--- config.mk ---
export PLATFORM = sky130hd
export DESIGN_NAME = reorder_buffer
export DESIGN_NICKNAME = d
export VERILOG_FILES = /design/src/rtl/reorder_buffer.sv
export SDC_FILE = /design/constraint.sdc
export NUM_CORES = 1
export LEC_CHECK = 0
export CAP_MARGIN = 20
export CORE_MARGIN = 2
export CORE_UTILIZATION = 45
export CTS_BUF_LIST = sky130_fd_sc_hd__clkbuf_4
export DETAILED_ROUTE_END_ITERATION = 16
export SETUP_SLACK_MARGIN = 0.2
export SYNTH_ARGS = -nofsm -noshare
export SYNTH_HDL_FRONTEND = slang
export SYNTH_SLANG_ARGS = --single-unit
--- constraint.sdc ---
create_clock -name clk_i -period 12.6 [get_ports clk_i]
set_input_delay 3.15 -clock clk_i [delete_from_list [all_inputs] [get_ports clk_i]]
set_output_delay 3.15 -clock clk_i [all_outputs]
set_load 0.05 [all_outputs]
--- src/rtl/reorder_buffer.sv ---
// In-order retirement buffer: rename allocates slots at the tail, the CDB marks them done,
// and the oldest done slot retires one per cycle, releasing its superseded physical register.
module reorder_buffer #(
  parameter int DEPTH  = 16,
  parameter int IDX_W  = 4,
  parameter int PREG_W = 5,
  parameter int AREG_W = 5
) (
  input  logic              clk_i,
  input  logic              reset_i,
  input  logic              flush_i,

  input  logic              alloc_valid_i,
  output logic              alloc_ready_o,
  input  logic              alloc_rd_en_i,
  input  logic [AREG_W-1:0] alloc_rd_addr_i,
  input  logic [PREG_W-1:0] alloc_prd_addr_i,
  input  logic [PREG_W-1:0] alloc_old_prd_addr_i,
  input  logic [31:0]       alloc_pc_i,
  output logic [IDX_W-1:0]  alloc_tag_o,

  input  logic              cdb_en_i,
  input  logic [IDX_W-1:0]  cdb_tag_i,

  output logic              commit_valid_o,
  output logic              commit_rd_en_o,
  output logic [AREG_W-1:0] commit_rd_addr_o,
  output logic [PREG_W-1:0] commit_prd_addr_o,
  output logic [31:0]       commit_pc_o,

  output logic              reg_free_en_o,
  output logic [PREG_W-1:0] reg_free_addr_o,

  output logic [IDX_W:0]    count_o,
  output logic              full_o,
  output logic              empty_o
);

  localparam logic [IDX_W:0] PTR_ONE = 1;

  // Pointers carry an extra wrap bit so full and empty are distinguishable.
  logic [IDX_W:0]    head_q, tail_q;
  logic [IDX_W-1:0]  head_idx, tail_idx;

  logic [DEPTH-1:0]  valid_q, done_q, rd_en_q;
  logic [AREG_W-1:0] rd_addr_q [DEPTH];
  logic [PREG_W-1:0] prd_q     [DEPTH];
  logic [PREG_W-1:0] old_prd_q [DEPTH];
  logic [31:0]       pc_q      [DEPTH];

  logic alloc_fire, retire_fire;

  assign head_idx = head_q[IDX_W-1:0];
  assign tail_idx = tail_q[IDX_W-1:0];

  assign full_o        = (head_q[IDX_W] != tail_q[IDX_W]) && (head_idx == tail_idx);
  assign empty_o       = (head_q == tail_q);
  assign count_o       = tail_q - head_q;
  assign alloc_ready_o = !full_o;
  assign alloc_tag_o   = tail_idx;

  assign alloc_fire  = alloc_valid_i && alloc_ready_o;
  assign retire_fire = valid_q[head_idx] && done_q[head_idx];

  // Hardwired x0 never owns a physical register worth returning.
  assign reg_free_en_o = commit_valid_o && commit_rd_en_o && (commit_rd_addr_o != '0);

  always_ff @(posedge clk_i or posedge reset_i) begin
    if (reset_i) begin
      head_q            <= '0;
      tail_q            <= '0;
      valid_q           <= '0;
      done_q            <= '0;
      commit_valid_o    <= 1'b0;
      commit_rd_en_o    <= 1'b0;
      commit_rd_addr_o  <= '0;
      commit_prd_addr_o <= '0;
      commit_pc_o       <= '0;
      reg_free_addr_o   <= '0;
    end else if (flush_i) begin
      head_q         <= '0;
      tail_q         <= '0;
      valid_q        <= '0;
      done_q         <= '0;
      commit_valid_o <= 1'b0;
    end else begin
      commit_valid_o <= retire_fire;
      if (cdb_en_i && valid_q[cdb_tag_i]) begin
        done_q[cdb_tag_i] <= 1'b1;
      end
      if (retire_fire) begin
        valid_q[head_idx] <= 1'b0;
        head_q            <= head_q + PTR_ONE;
        commit_rd_en_o    <= rd_en_q[head_idx];
        commit_rd_addr_o  <= rd_addr_q[head_idx];
        commit_prd_addr_o <= prd_q[head_idx];
        commit_pc_o       <= pc_q[head_idx];
        reg_free_addr_o   <= old_prd_q[head_idx];
      end
      // Head and tail slots only coincide when empty or full, so these writes never collide.
      if (alloc_fire) begin
        valid_q[tail_idx] <= 1'b1;
        done_q[tail_idx]  <= 1'b0;
        tail_q            <= tail_q + PTR_ONE;
      end
    end
  end

  // Payload needs no reset: it is only read while the matching valid bit is set.
  always_ff @(posedge clk_i) begin
    if (alloc_fire && !flush_i) begin
      rd_en_q[tail_idx]   <= alloc_rd_en_i;
      rd_addr_q[tail_idx] <= alloc_rd_addr_i;
      prd_q[tail_idx]     <= alloc_prd_addr_i;
      old_prd_q[tail_idx] <= alloc_old_prd_addr_i;
      pc_q[tail_idx]      <= alloc_pc_i;
    end
  end

endmodule

==> out/qor.yml <==
drtIter0Drc: 1373
multiInputGateArea_sq_um: 7572
io_pins: 119
numPortBuffers: 118
synth_nets: 1502
via_count: 15921
max-slew-margin-rel_pct: 28.79
power_leakage_uw: 0.01252
path_cells: "inv_1, ha_1, and4_1, nand2_1, inv_1, clkdlybuf4s50_1"
htreeDepth: 4
core_area_sq_um: 73080
groute.usage.overall_pct: 18.66
hold_depth: 1
ant_nets: 0
finalCritPeriodShare_pct: 57.84
grt_pass1_wl_um: 105600
dieHeight_um: 276.1
grt_start_max_net_pins: 67
first_global_vias: 17098
insertion_delay_ps: 1060
worst_path_largest_cell_delay_ps: 1070
final-seq-area_sq_um: 25350
place_congestion: 0.7722
hold_viol: 0
netlist_instances: 1432
ir_drop_mv: 0.07146
drtPass1Iterations: 11
rsz0062_at_grt: "false"
crit_top_cell: "inv_1"
antenna_found_initial: 4
routed_wl_um: 69400
ys_warn_count: 0
setup.worst_path.class: "reg2out"
skew_ps: 63.81
maxCapViolCount: 0
min_from: "commit_pc_o[22]"
clock_sinks: 859
final_area_sq_um: 38360
clock-root-buffer: "clkbuf_4"
r2r_cells: 6
synth.avg_cell_area_sq_um: 23.27
initial_utilization_pct: 45.59
hold_ws_ps: 503.0
ys_ff_latch: 859
cp_max_fo: 54
layout_commonest_cell: "edfxtp_1"
placed_cell_area_sq_um: 35550
area_growth_pct: 15.15
hold_buffers: 0
dp_cells: 2453
slew_violations: 0
rows: 99
worstSetupEndpointType: "output port"
min_period_ps: 7288
dp_hpwl_um: 36930
globalRoute.totalOverflow: 0
cts_resized: 0
cts_buffer_depth: 3
max_freq_ghz: 0.1372
cp_data_arrival_time_ps: 4140
nNetsFinal: 1780
r2r-end: "commit_pc_o[2]"
tns_ps: 0
dieArea_sq_um: 76230
power.density_nw_per_um2: 146.2
drive_above_1_share_pct: 36.79
violations: "DRC"
worst_pin_slew_ps: 1068
cp-start-kind: "flip-flop"
final_cell_mix: "edfxtp_1, clkbuf_4, mux4_2, clkdlybuf4s50_1, dfrtp_1"
setup_viol: 0
cp_data_required_time_ps: 9450
fin_cells: 2846
total_power_uw: 5608
status: "finished, violations left"
tritoncts: "done"
min_to: "commit_pc_o[22]"
yosysUniqueCellTypes: 39
worstHoldPathType: "reg2reg"
slowest_stage: "dfrtp_4"
wl_per_cell_um: 24.39
regToRegSetupSlack_ps: 8000
clk_pin_slew_worst_paths_ps: 70
fillers: 5810
post-cts-setup-buffers: 0
r2r-start: "head_q[1]"
cts_made_buffers: 214
netlist_area_sq_um: 33320
yosysSeqAreaShare_pct: 76.06
fp.dieW_um: 276.1
viasPerCell: 5.594
drcViolationCount: 4
[registers in the layout, summed over array words and instances (netlist names), 16 cells and up]
register     cells
old_prd_q       80
pc_q           512
valid_q         16
rd_addr_q       80
commit_pc_o     32
prd_q           80
rd_en_q         16
done_q          16
[metal layers]
layer  GRT usage [%]  part of all wire (%)  up-vias
met5               0                 0.037        -
met3           4.335                   5.3      115
met2           30.73                    50      487
li1                -                     -     6810
met4           6.585                   1.7        4
met1           24.56                    43     8505
[worst max-delay path, delay by kind of cell (launching register included)]
kind | cells | cell delay (ps)
and+or+nand+nor | 2 | 450
adders and majority gates | 1 | 410
buffers and inverters | 3 | 1120
DFF | 1 | 1070
[Yosys cell counts]
cell type | count | area, sq um
a31o_2 | 17 | 148.9
o31ai_1 | 1 | 7.510
dfrtp_1 | 91 | 2277
and2_1 | 1 | 6.260
or3_1 | 1 | 6.260
or4_1 | 1 | 7.510
and3_1 | 6 | 37.54
o311a_1 | 1 | 10.01
buf_12 | 2 | 40.04
xor2_1 | 4 | 35.03
inv_1 | 13 | 48.80
buf_6 | 8 | 90.09
buf_2 | 11 | 55.05
mux4_2 | 240 | 5405
nand2_1 | 15 | 56.30
buf_1 | 10 | 37.54
and3b_1 | 3 | 26.28
mux4_1 | 12 | 315.3
buf_8 | 3 | 45.04
a311oi_1 | 3 | 26.28
edfxtp_1 | 768 | 23060
a21oi_1 | 23 | 115.1
mux2i_1 | 1 | 10.01
buf_4 | 11 | 82.58
a21o_1 | 2 | 15.01
xnor2_1 | 4 | 35.03
fa_1 | 1 | 20.02
and4_1 | 3 | 26.28
clkinv_1 | 1 | 3.750
nor3b_1 | 3 | 22.52
clkbuf_1 | 36 | 135.1
nand4_1 | 19 | 118.9
nor2_1 | 25 | 93.84
nor2b_1 | 6 | 37.54
nand3_1 | 11 | 55.05
mux2_2 | 49 | 551.8
o21ai_0 | 2 | 10.01
ha_1 | 12 | 150.1
a211oi_1 | 12 | 90.09
[worst max path at each step]
stage | startpoint | end | slack [ps] | cells after the start
after floorplan | flush_i | old_prd_q[11][0] | 6230 | 5
after global placement | flush_i | old_prd_q[5][3] | 5540 | 5
after detailed placement | flush_i | old_prd_q[5][3] | 5420 | 5
after CTS | head_q[2] | full_o | 5140 | 6
after global routing | head_q[2] | full_o | 4960 | 6
final | head_q[2] | full_o | 5310 | 6
[logic make-up after synthesis]
family / after synthesis / share of synthesized area [%]
flops: 859 / 76.06
simple gates: 94 / 1.483
fa+ha+maj: 13 / 0.5107
buf+inv: 95 / 1.615
mux: 302 / 18.86
xor+xnor: 8 / 0.2103
compound gates: 61 / 1.269
[metrics by stage]
step	setup slack [ps]	util [%]
after floorplan	6229	-
after global placement	5539	48.64
after detailed placement	5419	48.64
after CTS	5143	52.46
after global routing	4955	52.49
final	5312	52.49
[power breakdown]
group / switching [uW] / total [uW] / internal [uW]
Clock: 1080 / 2320 / 1250
Sequential: 7.27 / 3130 / 3130
Combinational: 101 / 150 / 49.3
[area by class of cell]
cell class,count,area share (%)
Multi-Input combinational cell,478,19.74
Clock buffer,315,6.164
Timing Repair Buffer,143,3.568
Sequential cell,859,66.08
Clock inverter,69,1.112
Tap cell,959,3.128
Inverter,14,0.1500
Antenna cell,9,0.05871
Power figures use the tool's default switching activity.
